## config.mk

```make
export PLATFORM = sky130hd
export DESIGN_NAME = pc_sequencer
export DESIGN_NICKNAME = d
export VERILOG_FILES = /design/src/rtl/riscv_pc_pkg.sv /design/src/rtl/pc_target_sel.sv /design/src/rtl/pc_sequencer.sv
export SDC_FILE = /design/constraint.sdc
export NUM_CORES = 1
export LEC_CHECK = 0
export ABC_AREA = 0
export CORE_MARGIN = 1
export CORE_UTILIZATION = 29
export DETAILED_ROUTE_END_ITERATION = 16
export GPL_TIMING_DRIVEN = 0
export MAX_ROUTING_LAYER = met4
export PLACE_DENSITY = 0.66
export SLEW_MARGIN = 10
export SYNTH_ARGS = -nofsm -noshare
export SYNTH_HDL_FRONTEND = slang
export SYNTH_SLANG_ARGS = --single-unit
```

## constraint.sdc

```tcl
create_clock -name clk -period 2.1 [get_ports clk]
set_input_delay 0.42 -clock clk [delete_from_list [all_inputs] [get_ports clk]]
set_output_delay 0.42 -clock clk [all_outputs]
set_load 0.03 [all_outputs]
```

## src/rtl/riscv_pc_pkg.sv

```systemverilog
// Shared definitions for the fetch PC sequencer: next-PC select encodings,
// sequencer states, default address constants and an alignment helper.
package riscv_pc_pkg;

    localparam logic [1:0] NEXTPC_SEQ  = 2'b00;
    localparam logic [1:0] NEXTPC_JAL  = 2'b01;
    localparam logic [1:0] NEXTPC_JALR = 2'b10;

    typedef enum logic [1:0] {
        BOOT = 2'b00,
        RUN  = 2'b01,
        PEND = 2'b10
    } seq_state_e;

    localparam logic [31:0] DEF_RESET_PC = 32'h0000_0000;
    localparam logic [31:0] DEF_TRAP_VEC = 32'h0000_0100;

    function automatic logic is_misaligned(input logic [31:0] addr);
        return (addr[1:0] != 2'b00);
    endfunction

endpackage

```

## src/rtl/pc_target_sel.sv

```systemverilog
// Redirect detection and target selection for EX-stage jumps/branches.
// With PC_MISALIGN_TRAP_EN defined, misaligned targets are sent to TRAP_VEC.
module pc_target_sel
    import riscv_pc_pkg::*;
#(
    parameter logic [31:0] TRAP_VEC = DEF_TRAP_VEC
) (
    input  logic        ex_valid,
    input  logic [1:0]  pc_sel,
    input  logic        cond_taken,
    input  logic [31:0] pc_imm,
    input  logic [31:0] rs1_imm,
    output logic        redir,
    output logic [31:0] target,
    output logic        misaligned
);

    logic [31:0] raw_target_s;
    logic        raw_misaligned_s;
    logic        trap_s;
    logic        unused_ok_s;

    // Priority mux over JAL, JALR (bit 0 cleared) and taken branch
    always_comb begin
        raw_target_s = pc_imm;
        case (pc_sel)
            NEXTPC_JAL:  raw_target_s = pc_imm;
            NEXTPC_JALR: raw_target_s = {rs1_imm[31:1], 1'b0};
            default:     raw_target_s = pc_imm;
        endcase
    end

    assign redir            = ex_valid & ((pc_sel == NEXTPC_JAL) | (pc_sel == NEXTPC_JALR) | cond_taken);
    assign raw_misaligned_s = is_misaligned(raw_target_s);

`ifdef PC_MISALIGN_TRAP_EN
    assign trap_s      = raw_misaligned_s;
    assign unused_ok_s = rs1_imm[0];
`else
    assign trap_s      = 1'b0;
    assign unused_ok_s = ^{rs1_imm[0], raw_misaligned_s};
`endif

    // An aligned target is unchanged by clearing bits [1:0], so one expression covers both builds
    assign target     = trap_s ? TRAP_VEC : {raw_target_s[31:2], 2'b00};
    assign misaligned = redir & trap_s;

endmodule

```

## src/rtl/pc_sequencer.sv

```systemverilog
// Fetch PC owner: sequences imem req/ready, arbitrates stall vs redirect,
// generates flushes and defers redirects behind an unaccepted request.
// Optional build macro: PC_MISALIGN_TRAP_EN (misaligned targets trap to TRAP_VEC).
module pc_sequencer
    import riscv_pc_pkg::*;
#(
    parameter logic [31:0] RESET_PC = DEF_RESET_PC,
    parameter logic [31:0] TRAP_VEC = DEF_TRAP_VEC
) (
    input  logic        clk,
    input  logic        rst,
    input  logic        ex_valid,
    input  logic [1:0]  pc_sel,
    input  logic        cond_taken,
    input  logic [31:0] pc_imm,
    input  logic [31:0] rs1_imm,
    input  logic        stall,
    output logic        if_req,
    output logic [31:0] if_addr,
    input  logic        if_ready,
    output logic        if_kill,
    output logic        flush_ifid,
    output logic        flush_idex,
    output logic        misalign
);

    seq_state_e  state_r;
    logic [31:0] pc_r;
    logic [31:0] pend_pc_r;
    logic        held_r;
    logic        kill_r;

    logic        redir_s;
    logic [31:0] target_s;
    logic        misaligned_s;
    logic        if_req_s;
    logic        accept_s;

    pc_target_sel #(
        .TRAP_VEC (TRAP_VEC)
    ) u_target_sel (
        .ex_valid   (ex_valid),
        .pc_sel     (pc_sel),
        .cond_taken (cond_taken),
        .pc_imm     (pc_imm),
        .rs1_imm    (rs1_imm),
        .redir      (redir_s),
        .target     (target_s),
        .misaligned (misaligned_s)
    );

    // Fetch request: suppressed at boot, forced while a request is held or a redirect is pending
    always_comb begin
        if_req_s = 1'b0;
        case (state_r)
            BOOT:    if_req_s = 1'b0;
            RUN:     if_req_s = ~stall | held_r;
            PEND:    if_req_s = 1'b1;
            default: if_req_s = 1'b0;
        endcase
    end

    assign accept_s = if_req_s & if_ready;

    // Sequencer FSM: PC, pending redirect target, held flag and stale-response kill
    always_ff @(posedge clk) begin
        if (rst) begin
            state_r   <= BOOT;
            pc_r      <= RESET_PC;
            pend_pc_r <= 32'h0000_0000;
            held_r    <= 1'b0;
            kill_r    <= 1'b0;
        end else begin
            held_r <= if_req_s & ~if_ready;
            kill_r <= 1'b0;
            case (state_r)
                BOOT: begin
                    state_r <= RUN;
                end
                RUN: begin
                    if (redir_s && (!held_r || if_ready)) begin
                        pc_r   <= target_s;
                        kill_r <= accept_s;
                    end else if (redir_s) begin
                        // Request still outstanding: address must stay stable until accepted
                        pend_pc_r <= target_s;
                        state_r   <= PEND;
                    end else if (accept_s) begin
                        pc_r <= pc_r + 32'd4;
                    end else begin
                        pc_r <= pc_r;
                    end
                end
                PEND: begin
                    if (accept_s) begin
                        pc_r    <= redir_s ? target_s : pend_pc_r;
                        kill_r  <= 1'b1;
                        state_r <= RUN;
                    end else if (redir_s) begin
                        pend_pc_r <= target_s;
                    end else begin
                        pend_pc_r <= pend_pc_r;
                    end
                end
                default: begin
                    state_r <= BOOT;
                end
            endcase
        end
    end

    assign if_req     = if_req_s;
    assign if_addr    = pc_r;
    assign if_kill    = kill_r;
    assign flush_ifid = redir_s;
    assign flush_idex = redir_s;
    assign misalign   = misaligned_s;

endmodule

```

Word level (Yosys, flattened, before mapping). Index checks and enable logic that the tools add are counted. W data, S select, Z words.

Register bits after elaboration: 68. Bits in latches: 0. Bits in writable memories: 0. Memory bits (read-only): 0. Input port bits: 72. Output and inout port bits: 37. Logic and storage cells: 50. Memories kept: 0.

Add/subtract/negate cells: 1. Multiply operators: 0. Div/mod/pow operators: 0. $lt $le $gt $ge: 0. Eq/ne operators: 10. Shifts and indexed selects: 0. Muxes and demuxes: 18. Bitwise operators: 8. Reductions and logical operators: 8.

Operator list (number): $mux W32 (8); $pmux W32 S2 (2); $add A32 B3 Y32 const B (1); $ne A2 B2 Y1 const B (4); $mux W2 (3); $ne A3 B3 Y1 const B (2); $pmux W2 S3 (1); $reduce_and A3 Y1 (2); $eq A2 B1 Y1 const B (2); $eq A2 B2 Y1 const B (2); $pmux W1 S2 (2); $reduce_and A4 Y1 (1); $and A1 B1 Y1 (3); $or A1 B1 Y1 (3); $logic_not A2 Y1 (1); $mux W1 (2); $not A1 Y1 (2); $reduce_bool A2 Y1 (1); $logic_and A1 B1 Y1 (1); $logic_not A1 Y1 (1); $logic_or A1 B1 Y1 (1).

Logic depth before layout (Yosys ltp). Gate-level depths: netlist of run 1.

Word-level depth: 8. Depth in mapped cells: 10. Depth with buffers taken out: 8.

Modules after synthesis. Synthesis of run 1 repeated with hierarchy kept, for this count alone.

Cells, all modules: 565. Area, all modules: 4594.4 sq um.

By module, submodules not included: pc_sequencer (times used 1, cells an instance 524, area an instance 4056.4 sq um, sequential area each 1361.3 sq um); pc_target_sel (times used 1, cells an instance 41, area an instance 538.0 sq um, sequential area each 0.0 sq um).

Least setup slack after synthesis of run 1. No wires, ideal clock.

Kind: reg2reg. From: register pc_r[2] (netlist: if_addr[2]). To: register pc_r[24] (netlist: if_addr[24]). Setup time: 0.092 ns. Arrival time: 2.163 ns. Data required time: 2.008 ns. Slack: -0.155 ns. Cell stages (with the launch flop): 7. Buffers on the path: 0. Clock period less this slack: 2.255 ns. Cell sequence: dfxtp_1 > ha_1 > nand3_2 > or3_4 > or4b_4 > o31a_1 > o32ai_1.

Cells in the longest elaborated chain, start to end: 5.

Ends and longest elaborated chain: from (decl) (line pc_sequencer.sv:28) `logic [31:0] pc_r;`; from (signal assigned) (line pc_sequencer.sv:82) `pc_r <= target_s;`; from (signal assigned) (line pc_sequencer.sv:89) `pc_r <= pc_r + 32'd4;`; from (signal assigned) (line pc_sequencer.sv:91) `pc_r <= pc_r;`; $add A32 B3 Y32 (line pc_sequencer.sv:89); $mux W32 (line pc_sequencer.sv:88) `end else if (accept_s) begin`; $mux W32 (line pc_sequencer.sv:84) `end else if (redir_s) begin`; $mux W32 (line pc_sequencer.sv:81) `if (redir_s && (!held_r || if_ready)) begin`; $pmux W32 S2 (line pc_sequencer.sv:76) `case (state_r)`.

No other way between the ends. The select of a mux whose other input is x is not followed. A chain may end at the register's enable or synchronous reset.

Worst setup path in the final report of run 1.
From: register state_r[1]. To: register pc_r[8] (netlist: if_addr[8]).

Cells in the longest elaborated chain, start to end: 5. Elaborated cells on any way between the ends: 10. Those cells by class: 5 x eq/ne; 2 x mux; 1 x bitwise; 2 x reduce/logical.

Ends and longest elaborated chain: from (decl) (line pc_sequencer.sv:27) `seq_state_e state_r;`; from (signal assigned) (line pc_sequencer.sv:68) `state_r <= BOOT;`; from (signal assigned) (line pc_sequencer.sv:78) `state_r <= RUN;`; from (signal assigned) (line pc_sequencer.sv:87) `state_r <= PEND;`; $eq A2 B2 Y1 / $eq A2 B1 Y1 (equally long branches) (line pc_sequencer.sv:55, pc_sequencer.sv:76); $pmux W1 S2 (line pc_sequencer.sv:55) `case (state_r)`; $and A1 B1 Y1 (line pc_sequencer.sv:63) `assign accept_s = if_req_s & if_ready;`; $ne A3 B3 Y1 (no source line) / $ne A2 B2 Y1 (equally long branches); $reduce_and A4 Y1 (no source line).

Parallel ways exist; a longest one is shown, timed or not.

==> results.toml, run 1 <==
[global_route]
grtUsageTotal = 0.230
antenna_found_initial = 0
grt_overflow = 0
met3_usage = 0.0270
use_met2 = 0.361
grt_pass1_wl_um = 25900
grt_pass1_vias = 4825
grt_max_degree = 12
use_met1 = 0.297
top_usage_layer = "met2"

[power]
seq_power_share = 0.292
clkPwrFrac = 0.236
p_switching_w = 0.00230
power.leakage_nw = 2.34
cellPowerDensity_nw_per_um2 = 903
internal_power_w = 0.00369
comb_power_share = 0.472
peakVddDrop_v = 0.000487
switching_share = 0.384

[sta]
relSlewSlack = 0.512
final.setup.tns_ns = 0
drv_slew = 0
finClkSkew_ns = 0.00594
setup_violations = 0
finalCritPeriodShare = 0.993
rsz0062_at_grt = "yes"
hold_viol = 0
timing.fmax_mhz = 480
period_minus_slack_ns = 2.09
tightest_slew_ns = 0.732

[finish]
final_cells = 873
layout.nets = 761
drive_gt1_frac = 0.245
area_growth_pct = 54.6
diodes = 0
fillCellCount = 1379

[hold_path]
hold_start = "if_addr[0]$_SDFFE_PP0P_"
whs_path_depth = 2
min_to = "if_addr[0]$_SDFFE_PP0P_"
hold_class = "flop to flop"

[yosys]
syn_avg_cell_area_um2 = 8.02
ys_ff_latch = 68
syn_area_um2 = 4290
seq_area_frac_synth = 0.317
synth_cell_types = 60
synth_flop_cell = "dfxtp_1"
synthCells = 535
synth_nets = 612
synth_warnings = 0
synth_edf_count = 0
synth-async-reset-ratio = 0

[worst_setup_path]
timing.rr.start = "state_r[1]$_SDFFE_PP0P_"
critPathCaptureType = "flop"
crit_path_start = "state_r[1]$_SDFFE_PP0P_"
slowest_delay_ns = 0.37
crit_chain = "inv_4, ha_4, buf_6, mux2_4, o21ai_2, a21o_1, buf_8, nand2b_4, clkbuf_16, o32ai_1"
rr_endpoint = "if_addr[8]$_SDFFE_PP0P_"
critical_path_class = "flop to flop"
crit_family = "buffers and inverters"
crit_slowest_cell = "dfxtp_4"
reg2reg_setup_slack_ns = 0.01
startpoint_type = "flop"
arrival_ns = 2.29
path_buf_inv = 4
critPathRequiredTime_ns = 2.30
worstPathMaxFanout = 10
rr_worst_depth = 10

[placed_design]
dp_hpwl_um = 12300
gp_congestion = 0.905
io_buffers = 102
dp.cells = 821

[routing]
avgViaCountPerCell = 5.87
ant_nets = 0
via_count = 5121
wl_per_cell_um = 20.0
drc = 0
first_iter_violations = 558
firstDrtPassIters = 7
wirelength_um = 17400

[cts]
cts_tree = "built"
htree_levels = 3
cts_max_path_buffers = 2
clk_pin_slew_ns = 0.06
cts-root-buf = "clkbuf_16"
cts_buffers = 9
cts.sinks = 68
hold_buffers = 0
clock_latency_ns = 0.34

[floorplanning]
rows = 44
die_y_um = 124
core_um2 = 14500
io_pins = 109
chipWidth_um = 124
start_util = 0.296
fp.dieArea_um2 = 15300

[run_status]
status = "finished, final reports clean"

[flow_run]
cap_violations = 0
metrics by stage:
stage	instance area (µm²)	worst slack (ns)	power, W	hold WS [ns]	utilization
5_1_grt	6640	-0.0157	0.00622	0.500	0.458
3_3_place_gp	5560	-1.19	0.00377	0.456	0.384
2_1_floorplan	4310	-0.00471	0.00307	0.446	-
3_5_place_dp	5560	-1.22	0.00383	0.452	0.384
6_report	6640	0.0149	0.00599	0.471	0.458
4_1_cts	6190	0.00388	0.00547	0.469	0.427
flip-flops by register name, indices dropped and copies added (netlist names):
name,count
pend_pc_r,32
state_r,2
if_kill,1
held_r,1
if_addr,32
worst max-delay path by stage:
stage                                     endpoint  slack, ns  depth (start not counted)
after floorplan           if_addr[24]$_SDFFE_PP0P_     -0.005                          6
after global placement                  flush_ifid      -1.19                         10
after detailed placement                flush_ifid      -1.22                         10
after CTS                 if_addr[24]$_SDFFE_PP0P_      0.004                          6
after global routing       if_addr[6]$_SDFFE_PP0P_      -0.02                          9
final                      if_addr[8]$_SDFFE_PP0P_       0.01                         10
worst reg2reg max path: stages, from the launching register on:
cell       delay (ns)
dfxtp_4          0.37
inv_4            0.05
ha_4             0.15
buf_6            0.12
mux2_4           0.29
o21ai_2          0.07
a21o_1           0.27
buf_8            0.20
nand2b_4         0.18
clkbuf_16        0.18
o32ai_1          0.07
power groups by stage:
stage	sequential, W	clock (W)	combinational (W)
after floorplan	0.00181	0	0.00126
after global placement	0.00172	0	0.00204
after detailed placement	0.00174	0	0.00209
after CTS	0.00171	0.00142	0.00234
after global routing	0.00177	0.00146	0.00300
final	0.00175	0.00142	0.00283
cell usage after synthesis, types with 3 or more instances:
library cell	count	area share
inv_1	25	0.022
o211ai_1	8	0.014
o21ai_0	24	0.028
buf_2	11	0.013
nand2b_1	9	0.013
a211oi_1	23	0.040
nand2_1	22	0.019
xor2_1	5	0.010
a21oi_1	38	0.044
buf_1	4	0.0035
nand4_1	13	0.019
clkbuf_1	30	0.026
or4_1	3	0.0052
ha_1	5	0.015
nand3_1	21	0.024
o22ai_1	6	0.0087
o31ai_1	4	0.0070
o32a_1	4	0.0093
nor3_1	19	0.022
nor4_1	4	0.0058
mux2_2	12	0.031
o221a_2	5	0.013
or3_1	3	0.0044
and3_1	9	0.013
mux2i_1	36	0.084
a31oi_1	6	0.0087
o31a_1	4	0.0082
nor3b_1	3	0.0052
nor2b_1	4	0.0058
dfxtp_1	68	0.32
nor2_1	51	0.045
o32ai_1	23	0.047
what timing repair did:
item | 4_1_cts | 5_1_grt
pin swaps | 7 | 14
gates resized for setup | 107 | 66
setup buffers | 9 | 23
endpoints found under the setup margin | 70 | 64
gates cloned | 0 | 4
cell type report:
type	count	area [µm²]	share of cell area
Clock inverter	4	25.0	0.00377
Tap cell	184	230	0.0347
Timing Repair Buffer	138	1330	0.201
Multi-Input combinational cell	395	2940	0.442
Sequential cell	68	1380	0.209
Buffer	47	377	0.0567
Clock buffer	12	246	0.0371
Inverter	25	105	0.0158
placed cells by master, fill, tap and decap left out, drive strengths merged, types with 23 or more instances in the layout:
cell	count
nor2	51
o32ai	23
a211oi	24
clkbuf	40
clkdlybuf4s50	94
a21oi	38
dfxtp	68
buf	58
mux2i	36
inv	24
o21ai	24
kinds of logic (layout without fill, tap and decap cells):
group,Yosys count,count (layout),synth area share
AOI/OAI and AO/OA,162,162,0.264
xor gates and xnor gates,6,6,0.0122
adders and majority gates,5,5,0.0146
buffers and inverters,72,226,0.0679
DFF,68,68,0.317
muxes,48,48,0.115
other,1,1,0.000874
and+or+nand+nor,173,173,0.208
metal layers:
metal / share of wire / wire [µm]
met5: 0 / 0
met4: 0.027 / 477
met3: 0.093 / 1620
met2: 0.46 / 8030
met1: 0.42 / 7310
Power figures use the tool's default switching activity.
==> run 2, diff against run 1 <==
--- a/config.mk
+++ b/config.mk
@@ -9,9 +9,9 @@
 export CORE_MARGIN = 1
 export CORE_UTILIZATION = 29
 export DETAILED_ROUTE_END_ITERATION = 16
-export GPL_TIMING_DRIVEN = 0
 export MAX_ROUTING_LAYER = met4
 export PLACE_DENSITY = 0.66
+export REMOVE_ABC_BUFFERS = 1
 export SLEW_MARGIN = 10
 export SYNTH_ARGS = -nofsm -noshare
 export SYNTH_HDL_FRONTEND = slang
==> run 2 against run 1 <==
Compared with the run above: final area grew 2.9%; sequential power shrank 4%; hold slack got worse by 0.013 ns; fmax rose by 2.3%; clock power increased by 9%; clock-buffer cell count fell by 2; via count decreased by 3.2%; register-to-register slack improved by 0.05 ns; sequential share of layout area is 0.88 points lower; worst setup slack improved by 0.047 ns; die area did not move.
==> results.toml, run 2 (same netlist as run 1, synthesis figures left out) <==
[worst_setup_path]
reg2reg_setup_slack_ns = 0.06
crit_slowest_cell = "or4b_4"
startpoint_type = "flop"
worstPathMaxFanout = 4
critical_path_class = "flop to flop"
critPathCaptureType = "flop"
arrival_ns = 2.28
crit_chain = "ha_2, nand3_2, or3_4, or4b_4, o31a_1, o32ai_1"
rr_worst_depth = 6
slowest_delay_ns = 0.49
critPathRequiredTime_ns = 2.34

[floorplanning]
rows = 44
core_um2 = 14500
chipWidth_um = 124
die_y_um = 124
start_util = 0.296
fp.dieArea_um2 = 15300
io_pins = 109

[hold_path]
hold_class = "flop to flop"
whs_path_depth = 2

[placed_design]
io_buffers = 103
dp_hpwl_um = 11200
gp_congestion = 0.902
placed_area_um2 = 6140
dp.cells = 871

[sta]
period_minus_slack_ns = 2.04
finalCritPeriodShare = 0.970
setup_violations = 0
tightest_slew_ns = 0.746
finClkSkew_ns = 0.00861
relSlewSlack = 0.503
drv_slew = 0
hold_viol = 0
timing.fmax_mhz = 491

[cts]
clock_latency_ns = 0.35
clk_pin_slew_ns = 0.06
cts_max_path_buffers = 2
cts_tree = "built"
htree_levels = 3
cts-root-buf = "clkbuf_16"
cts.sinks = 68
hold_buffers = 0
cts_buffers = 9

[global_route]
antenna_found_initial = 0
grt_pass1_vias = 4830
grtUsageTotal = 0.220
grt_max_degree = 63
grt_overflow = 0
grt_pass1_wl_um = 25000

[finish]
final_cell_mix = "clkdlybuf4s50_1 (95), buf_4 (92), dfxtp_1 (66)"
layout.nets = 790
final_common_cell = "clkdlybuf4s50_1"
diodes = 0
final_cells = 902
drive_gt1_frac = 0.256
final_cell_area_um2 = 6830
area_growth_pct = 59.0

[routing]
wl_per_cell_um = 17.6
via_count = 4956
wirelength_um = 15800
first_iter_violations = 332
ant_nets = 0
firstDrtPassIters = 7
drc = 0
avgViaCountPerCell = 5.49

[power]
cellPowerDensity_nw_per_um2 = 890
power.leakage_nw = 2.49
peakVddDrop_v = 0.000483

[flow_run]
cap_violations = 0

[run_status]
status = "finished, final reports clean"
-- run 2: cell types whose count changed in the layout (fill, tap and decap cells not counted), moves of 6 or more --
cell      change
dfxtp_2       -7
clkbuf_2      -9
clkbuf_1     -12
buf_8         -6
dfxtp_1      +10
buf_12        +6
buf_6         +6
buf_4        +53
mux2i_1       +6
-- run 2: path summary, 6_finish.rpt --
kind,startpoint,endpoint
worst min register to register,if_addr[1]$_SDFFE_PP0P_,if_addr[1]$_SDFFE_PP0P_
worst max-delay path,if_addr[2]$_SDFFE_PP0P_,if_addr[24]$_SDFFE_PP0P_
worst min-delay path,if_addr[1]$_SDFFE_PP0P_,if_addr[1]$_SDFFE_PP0P_
worst max register to register,if_addr[2]$_SDFFE_PP0P_,if_addr[24]$_SDFFE_PP0P_
-- run 2: layer usage --
layer,global-route usage,vias up,share of wire
li1,-,2379,-
met1,0.276,2353,0.44
met2,0.357,199,0.47
met3,0.0467,25,0.068
met4,0.0602,0,0.015
met5,-,-,0
-- run 2: where the power goes --
part | total [W] | internal (W) | switching, W
sequential | 0.00168 | 0.00152 | 0.000153
combinational | 0.00285 | 0.00141 | 0.00144
clock | 0.00155 | 0.000948 | 0.000600
total | 0.00607 | 0.00389 | 0.00219
-- run 2: final cells by class --
cell class                 instances  area, µm²
fill                            1373       7650
multi-input combinational        395       2780
timing repair buffer             214       2050
sequential                        68       1360
clock buffer                      10        239
tap                              184        230
inverter                          25       97.6
clock inverter                     6       63.8
-- run 2: metrics by stage --
stage / setup slack (ns) / TNS [ns] / power [W] / utilization / hold slack, ns
6_report: 0.0620 / 0 / 0.00607 / 0.472 / 0.459
2_1_floorplan: -1.80 / -83.78 / 0.00298 / - / 0.440
3_5_place_dp: -0.686 / -38.24 / 0.00412 / 0.424 / 0.448
4_1_cts: 0.0244 / 0 / 0.00603 / 0.466 / 0.465
3_3_place_gp: -0.615 / -35.33 / 0.00405 / 0.424 / 0.443
5_1_grt: -0.0177 / -0.0181 / 0.00640 / 0.472 / 0.503
-- run 2: repair_timing --
item | 4_1_cts | 5_1_grt
buffers inserted | 10 | 2
pin swaps | 5 | 4
gates resized for setup | 39 | 19
setup endpoints to repair | 69 | 24
cloned | 4 | 0
-- run 2: worst max-delay path, delay by kind of cell, from the launching register on --
kind,cells,cell delay (ns)
AOI/OAI and AO/OA,2,0.38
adders and majority gates,1,0.19
DFF,1,0.34
and+or+nand+nor,3,1.02
